**src/rtl/mul_exec_stage.sv**
```systemverilog
// Two-stage multiply execute unit: an operand register (E) drives the combinational
// intMul array, and a result register (W) returns one or two 32-bit beats per op.

module intMul (
  input  logic [31:0] a_i,
  input  logic [31:0] b_i,
  input  logic        us_i,
  output logic [63:0] p_o
);
  logic signed [65:0] a_x_s;
  logic signed [65:0] b_x_s;
  logic signed [65:0] prod_s;

  // us=1 treats both operands as signed; otherwise they are zero-extended
  assign a_x_s  = {{34{us_i & a_i[31]}}, a_i};
  assign b_x_s  = {{34{us_i & b_i[31]}}, b_i};
  assign prod_s = a_x_s * b_x_s;
  assign p_o    = prod_s[63:0];
endmodule

module mul_exec_stage #(
  parameter int TAG_W = 5
) (
  input  logic             clk,
  input  logic             rst_n,
  input  logic             flush,
  input  logic             in_valid,
  output logic             in_ready,
  input  logic [1:0]       in_op,
  input  logic [TAG_W-1:0] in_tag,
  input  logic [31:0]      in_a,
  input  logic [31:0]      in_b,
  output logic             out_valid,
  input  logic             out_ready,
  output logic [31:0]      out_data,
  output logic [TAG_W-1:0] out_tag,
  output logic             out_last,
  output logic             busy
);
  typedef enum logic [1:0] {
    OP_MULL  = 2'b00,
    OP_MULH  = 2'b01,
    OP_MULHU = 2'b10,
    OP_MUL64 = 2'b11
  } op_e;

  function automatic logic op_us(input logic [1:0] op);
    logic us;
    case (op)
      OP_MULH, OP_MUL64: us = 1'b1;
      default:           us = 1'b0;
    endcase
    return us;
  endfunction

  logic             e_valid_q, e_valid_d;
  logic [1:0]       e_op_q, e_op_d;
  logic [TAG_W-1:0] e_tag_q, e_tag_d;
  logic [31:0]      e_a_q, e_a_d, e_b_q, e_b_d;
  logic             w_valid_q, w_valid_d;
  logic [1:0]       w_op_q, w_op_d;
  logic [TAG_W-1:0] w_tag_q, w_tag_d;
  logic [31:0]      w_oh_q, w_oh_d, w_ol_q, w_ol_d;
  logic             beat_q, beat_d;

  logic [63:0] prod_s;
  logic        w_last_s, out_hs_s, w_done_s, e_adv_s, in_fire_s;

  intMul u_mul (
    .a_i  (e_a_q),
    .b_i  (e_b_q),
    .us_i (op_us(e_op_q)),
    .p_o  (prod_s)
  );

  // Handshake terms; a flush-cycle handshake is ignored so nothing moves on a kill
  assign w_last_s  = ~((w_op_q == OP_MUL64) & ~beat_q);
  assign out_hs_s  = w_valid_q & out_ready & ~flush;
  assign w_done_s  = out_hs_s & w_last_s;
  assign e_adv_s   = e_valid_q & (~w_valid_q | w_done_s) & ~flush;
  assign in_ready  = ~flush & (~e_valid_q | e_adv_s);
  assign in_fire_s = in_valid & in_ready;
  assign out_valid = w_valid_q;
  assign busy      = e_valid_q | w_valid_q;

  // Result word selection, gated to zero while no beat is presented
  always_comb begin
    out_data = 32'h0000_0000;
    out_tag  = {TAG_W{1'b0}};
    out_last = 1'b0;
    if (w_valid_q) begin
      out_tag  = w_tag_q;
      out_last = w_last_s;
      case (w_op_q)
        OP_MULL:  out_data = w_ol_q;
        OP_MUL64: out_data = beat_q ? w_oh_q : w_ol_q;
        default:  out_data = w_oh_q;
      endcase
    end else begin
      out_data = 32'h0000_0000;
    end
  end

  // Next-state for both pipeline stages
  always_comb begin
    e_valid_d = e_valid_q;
    e_op_d    = e_op_q;
    e_tag_d   = e_tag_q;
    e_a_d     = e_a_q;
    e_b_d     = e_b_q;
    w_valid_d = w_valid_q;
    w_op_d    = w_op_q;
    w_tag_d   = w_tag_q;
    w_oh_d    = w_oh_q;
    w_ol_d    = w_ol_q;
    beat_d    = beat_q;
    if (flush) begin
      e_valid_d = 1'b0;
      w_valid_d = 1'b0;
      beat_d    = 1'b0;
    end else begin
      if (e_adv_s) begin
        w_valid_d = 1'b1;
        w_op_d    = e_op_q;
        w_tag_d   = e_tag_q;
        w_oh_d    = prod_s[63:32];
        w_ol_d    = prod_s[31:0];
        beat_d    = 1'b0;
      end else if (w_done_s) begin
        w_valid_d = 1'b0;
        beat_d    = 1'b0;
      end else if (out_hs_s) begin
        beat_d    = 1'b1;
      end else begin
        beat_d    = beat_q;
      end
      if (in_fire_s) begin
        e_valid_d = 1'b1;
        e_op_d    = in_op;
        e_tag_d   = in_tag;
        e_a_d     = in_a;
        e_b_d     = in_b;
      end else if (e_adv_s) begin
        e_valid_d = 1'b0;
      end else begin
        e_valid_d = e_valid_q;
      end
    end
  end

  // Pipeline state registers
  always_ff @(posedge clk or negedge rst_n) begin
    if (!rst_n) begin
      e_valid_q <= 1'b0;
      e_op_q    <= 2'b00;
      e_tag_q   <= {TAG_W{1'b0}};
      e_a_q     <= 32'h0000_0000;
      e_b_q     <= 32'h0000_0000;
      w_valid_q <= 1'b0;
      w_op_q    <= 2'b00;
      w_tag_q   <= {TAG_W{1'b0}};
      w_oh_q    <= 32'h0000_0000;
      w_ol_q    <= 32'h0000_0000;
      beat_q    <= 1'b0;
    end else begin
      e_valid_q <= e_valid_d;
      e_op_q    <= e_op_d;
      e_tag_q   <= e_tag_d;
      e_a_q     <= e_a_d;
      e_b_q     <= e_b_d;
      w_valid_q <= w_valid_d;
      w_op_q    <= w_op_d;
      w_tag_q   <= w_tag_d;
      w_oh_q    <= w_oh_d;
      w_ol_q    <= w_ol_d;
      beat_q    <= beat_d;
    end
  end
endmodule

```
**config.mk**
```make
export PLATFORM = sky130hd
export DESIGN_NAME = mul_exec_stage
export DESIGN_NICKNAME = d
export VERILOG_FILES = /design/src/rtl/mul_exec_stage.sv
export SDC_FILE = /design/constraint.sdc
export NUM_CORES = 2
export LEC_CHECK = 0
export BUFFER_PORTS_ARGS = -buffer_cell sky130_fd_sc_hd__buf_2
export CAP_MARGIN = 10
export CORE_MARGIN = 5
export CORE_UTILIZATION = 35
export DETAILED_ROUTE_END_ITERATION = 6
export HOLD_SLACK_MARGIN = 0.05
export PLACE_DENSITY = 0.63
export SYNTH_ARGS = -nofsm -noshare
export SYNTH_HDL_FRONTEND = slang
export SYNTH_SLANG_ARGS = --single-unit
```
**constraint.sdc**
```tcl
create_clock -name clk -period 8.05 [get_ports clk]
set_clock_uncertainty 0.2 [all_clocks]
set_input_delay 1.61 -clock clk [delete_from_list [all_inputs] [get_ports clk]]
set_output_delay 1.61 -clock clk [all_outputs]
set_load 0.01 [all_outputs]
```
# Word-level counts from Yosys, hierarchy flattened
# Cells that the tools add are included.
[word_totals]
ff_bits = 145
in_bits = 76
elab_cells = 56
[classes]
mul = 1
n_eq_ne = 3
n_mux = 16
bitwise_logic = 18
n_reduce_logical = 7
[ops]
columns = ["operator", "n"]
rows = [
  ["$mul A33 B33 Y64", 1],
  ["$mux W32", 2],
  ["$pmux W32 S2", 1],
  ["$mux W1", 12],
  ["$and A1 B1 Y1", 10],
  ["$reduce_bool A3 Y1", 2],
  ["$mux W5", 1],
  ["$not A1 Y1", 5],
  ["$eq A2 B2 Y1 const B", 2],
  ["$reduce_and A2 Y1", 2],
  ["$reduce_bool A4 Y1", 1],
  ["$or A1 B1 Y1", 3],
  ["$eq A2 B1 Y1 const B", 1],
  ["$logic_not A2 Y1", 1],
  ["$reduce_or A2 Y1", 1],
]

# Longest topological paths before layout
[logic_depth]
word_depth = 12
depth_mapped = 30

# Hierarchy
# A second synthesis with hierarchy kept.
[hier_totals]
cells_unflattened = 4880
area_unflattened_um2 = 45562.4
[modules_own_cells]
columns = ["mod", "n_inst", "cells_per_inst", "area_each_um2"]
rows = [
  ["intMul", 1, 4133, 37719.9],
  ["mul_exec_stage", 1, 747, 7842.5],
]

# Worst setup path after synthesis
# No wires, ideal clock.
[synth_path]
kind = "flip-flop to flip-flop"
start = "reg e_a_q[31]"
end = "reg w_oh_q[28]"
arrival_time_ns = 7.662
required_time_ns = 7.717
path_slack_ns = 0.054
path_stages_with_launch = 25
path_buffers = 2
cell_sequence = "dfrtp_1 and2_0 clkbuf_1 nand2_1 inv_1 fa_1 fa_1 fa_1 inv_1 fa_1 fa_1 fa_1 fa_1 fa_1 inv_1 ha_1 and4_1 clkbuf_1 a41o_1 a211oi_1 o31a_2 o211ai_2 a41oi_1 xor2_1 o21ai_0"
[synth_between]
elab_chain_len = 2
[synth_lines]
columns = ["element", "line_no", "source"]
rows = [
  ["start, declared", "59", "logic [31:0] e_a_q, e_a_d, e_b_q, e_b_d;"],
  ["start signal, assigned", "157", "e_a_q <= 32'h0000_0000;"],
  ["start signal, assigned", "169", "e_a_q <= e_a_d;"],
  ["$and A1 B1 Y1", "15", "assign a_x_s = {{34{us_i & a_i[31]}}, a_i};"],
  ["$mul A33 B33 Y64 *", "17", "assign prod_s = a_x_s * b_x_s;"],
  ["end signal, assigned", "174", "w_oh_q <= w_oh_d;"],
  ["end, declared", "63", "logic [31:0] w_oh_q, w_oh_d, w_ol_q, w_ol_d;"],
]
# Mark *: on every way between the ends. The rest lies on a longest branch, timed or not.
# A chain may end at the register's enable or synchronous reset.

# Final worst setup path
[layout_path]
start = "reg e_a_q[28]"
end = "reg w_oh_q[27]"
[layout_between]
elab_chain_len = 1
[layout_lines]
columns = ["element", "line_no"]
rows = [
  ["$mul A33 B33 Y64", "17"],
]
# Every way passes these cells.

==> flow_summary.yaml <==
sta:
  setup_violations: 0
  fin_ws_ns: 0.128
  period_minus_slack_ns: 7.92
  finalCritPeriodShare_pct: 98.4
  tns_ns: 0
  rsz0062_at_grt: "true"
  worstMarginPinSlew_ns: 1.13
  slew_viol_final: 0
  relSlewSlack_pct: 24.5
  fmax_ghz: 0.126
  finalHoldViolCount: 0
global_routing:
  grt_usage_pct: 18.6
  grt_antenna_before_repair: 10
  grt_pass1_wl_mm: 194
  grt_max_degree: 128
  grt_pass1_vias: 35100
  grt-ovfl-total: 0
run:
  maxCapViolations: 0
critical_path:
  cpMostUsedCell: "fa_1"
  arrival_ns: 8.06
  rrSetupSlack_ns: 0.13
  slowest_delay_ns: 0.56
  timing.critical_path.to_type: "flip-flop"
  critPathLaunchType: "flip-flop"
  crit_path_top_delay_cell: "fa_1"
  critPathKind: "flip-flop to flip-flop"
  cp.required_ns: 8.19
  worstPathMaxFanout: 10
min_path:
  hold_path.class: "flip-flop to flip-flop"
synth:
  async_flop_share_pct: 100
  synth_edf_count: 0
  yosysWarnings: 0
  yosysUniqueCellTypes: 69
  synth_fp_nets: 6111
  syn_inst: 4696
  synth.cell_area_um2: 43900
  synth-seq-area-share_pct: 8.27
  synth_flop_cell: "dfrtp_1"
  ys_ff_latch: 145
  synth.avg_cell_area_um2: 9.35
floorplan:
  rows: 130
  start_util_pct: 35.1
  ios: 117
  dieHeight_um: 364
  core_um2: 125000
  die_w_um: 364
  dieArea_um2: 133000
route:
  first_pass_iters: 5
  met1_length_mm: 50.7
  route.detailed.drc: 0
  met2_length_mm: 58.5
  wl_met3_mm: 7.14
  via_per_inst: 4.86
  highest_layer: "met4"
  drt_iter0_drc: 1996
  totalWireLength_mm: 120
  routedWlPerCell_um: 18.4
  antenna_left: 0
  via_count: 31700
placement:
  place_inst: 6462
  dp_hpwl_mm: 102
  io_buffers: 116
  place_worst_setup_slack_ns: -0.221
  place_congestion: 0.905
layout:
  final_util_pct: 39.7
  layout_commonest_cell: "fa_1"
  drive_above_1_share_pct: 13.6
  final_cell_mix: "1,106 x fa_1, 1,101 x inv_1, 819 x nand2_1"
  final_cells: 6530
  areaGrowthSynthToFinish_pct: 13.0
  nets: 6278
clock_network:
  path_clk_slew_ns: 0.10
  tritoncts: "done"
  cts.sinks: 145
  ctsHoldBuffers: 0
  clock-root-buffer: "clkbuf_16"
  insertion_delay_ns: 0.53
  htreeDepth: 4
  cts_buffers: 17
  clk_path_buf_depth: 2
run_status:
  outcome: "complete, no violations"
worst paths after layout:
path,from,to,depth (start not counted)
worst max-delay path,e_a_q[28]$_DFFE_PN0P_,w_oh_q[27]$_DFFE_PN0P_,27
worst min register to register,e_tag_q[0]$_DFFE_PN0P_,w_tag_q[0]$_DFFE_PN0P_,2
min in group asynchronous,rst_n,w_oh_q[31]$_DFFE_PN0P_,1
worst max register to register,e_a_q[28]$_DFFE_PN0P_,w_oh_q[27]$_DFFE_PN0P_,27
max in group asynchronous,rst_n,e_b_q[14]$_DFFE_PN0P_,2
worst min-delay path,e_tag_q[0]$_DFFE_PN0P_,w_tag_q[0]$_DFFE_PN0P_,2
cells in the mapped netlist, types with 3 or more instances:
| cell | count | area (µm²) |
|---|---|---|
| nor2_1 | 61 | 229 |
| nand2b_1 | 3 | 18.8 |
| and4_1 | 4 | 35.0 |
| a22oi_1 | 33 | 248 |
| xor2_1 | 29 | 254 |
| nor2b_1 | 36 | 225 |
| and3_1 | 25 | 156 |
| o211ai_2 | 3 | 37.5 |
| nand2_1 | 825 | 3100 |
| nand4_1 | 9 | 56.3 |
| mux2_2 | 71 | 800 |
| and2_1 | 365 | 2280 |
| o211ai_1 | 8 | 60.1 |
| xnor2_1 | 48 | 420 |
| buf_2 | 7 | 35.0 |
| o21ai_0 | 83 | 415 |
| o31ai_1 | 3 | 22.5 |
| nand3_1 | 23 | 115 |
| fa_1 | 1125 | 22500 |
| a211oi_1 | 7 | 52.6 |
| dfrtp_1 | 145 | 3630 |
| nor3_1 | 9 | 45.0 |
| clkbuf_1 | 255 | 957 |
| o21ai_1 | 4 | 20.0 |
| buf_1 | 3 | 11.3 |
| o21bai_1 | 14 | 105 |
| or2_2 | 11 | 68.8 |
| a21boi_0 | 3 | 22.5 |
| ha_1 | 214 | 2680 |
| a21o_1 | 36 | 270 |
| a21oi_1 | 69 | 345 |
| inv_1 | 1115 | 4190 |
what timing repair did:
item                                    CTS  global route
resized for setup                         7           144
cloned                                    0             3
pin swaps                                 0            74
buffers inserted                          1            28
endpoints found under the setup margin    8            26
state kept, by name (all words and copies together) (netlist names):
signal / flops
w_tag_q: 5
e_a_q: 32
w_oh_q: 32
e_valid_q: 1
e_b_q: 32
w_ol_q: 32
w_op_q: 2
out_valid: 1
beat_q: 1
e_op_q: 2
e_tag_q: 5
through the flow:
stage               hold slack [ns]  instance area, µm²
floorplan                     0.233               43900
global placement              0.241               48100
detailed placement            0.244               48100
CTS                           0.265               48800
global route                  0.291               49600
finish                        0.267               49600
kinds of logic after synthesis:
logic type | after synthesis | synth area share, %
mux | 73 | 1.87
compound gates | 297 | 4.45
simple gates | 1382 | 14.6
xor+xnor | 77 | 1.54
fa+ha+maj | 1339 | 57.4
buf+inv | 1383 | 11.9
flops | 145 | 8.27
routing by layer:
layer	vias up	global-route usage (%)
met2	942	31.2
met1	16700	25.0
met4	0	5.45
met3	185	2.93
li1	13900	-
met5	-	0
area by class of cell:
class,instances,area [µm²]
antenna,4,10.0
clock buffer,17,425
clock inverter,15,193
fill,12300,75500
inverter,1115,4190
multi-input combinational,3168,35500
sequential,145,3660
tap,1650,2060
timing repair buffer,416,3600
critical path, delay by kind of cell, from the launching register on:
family	cells	cell delay, ns
xor gates and xnor gates	1	0.17
AOI/OAI and AO/OA	9	1.94
and+or+nand+nor	1	0.16
DFF	1	0.42
adders and majority gates	9	4.33
buffers and inverters	7	0.47
Power is not shown: default switching activity piles up to over one toggle a cycle in this logic, so the estimate is an artifact.
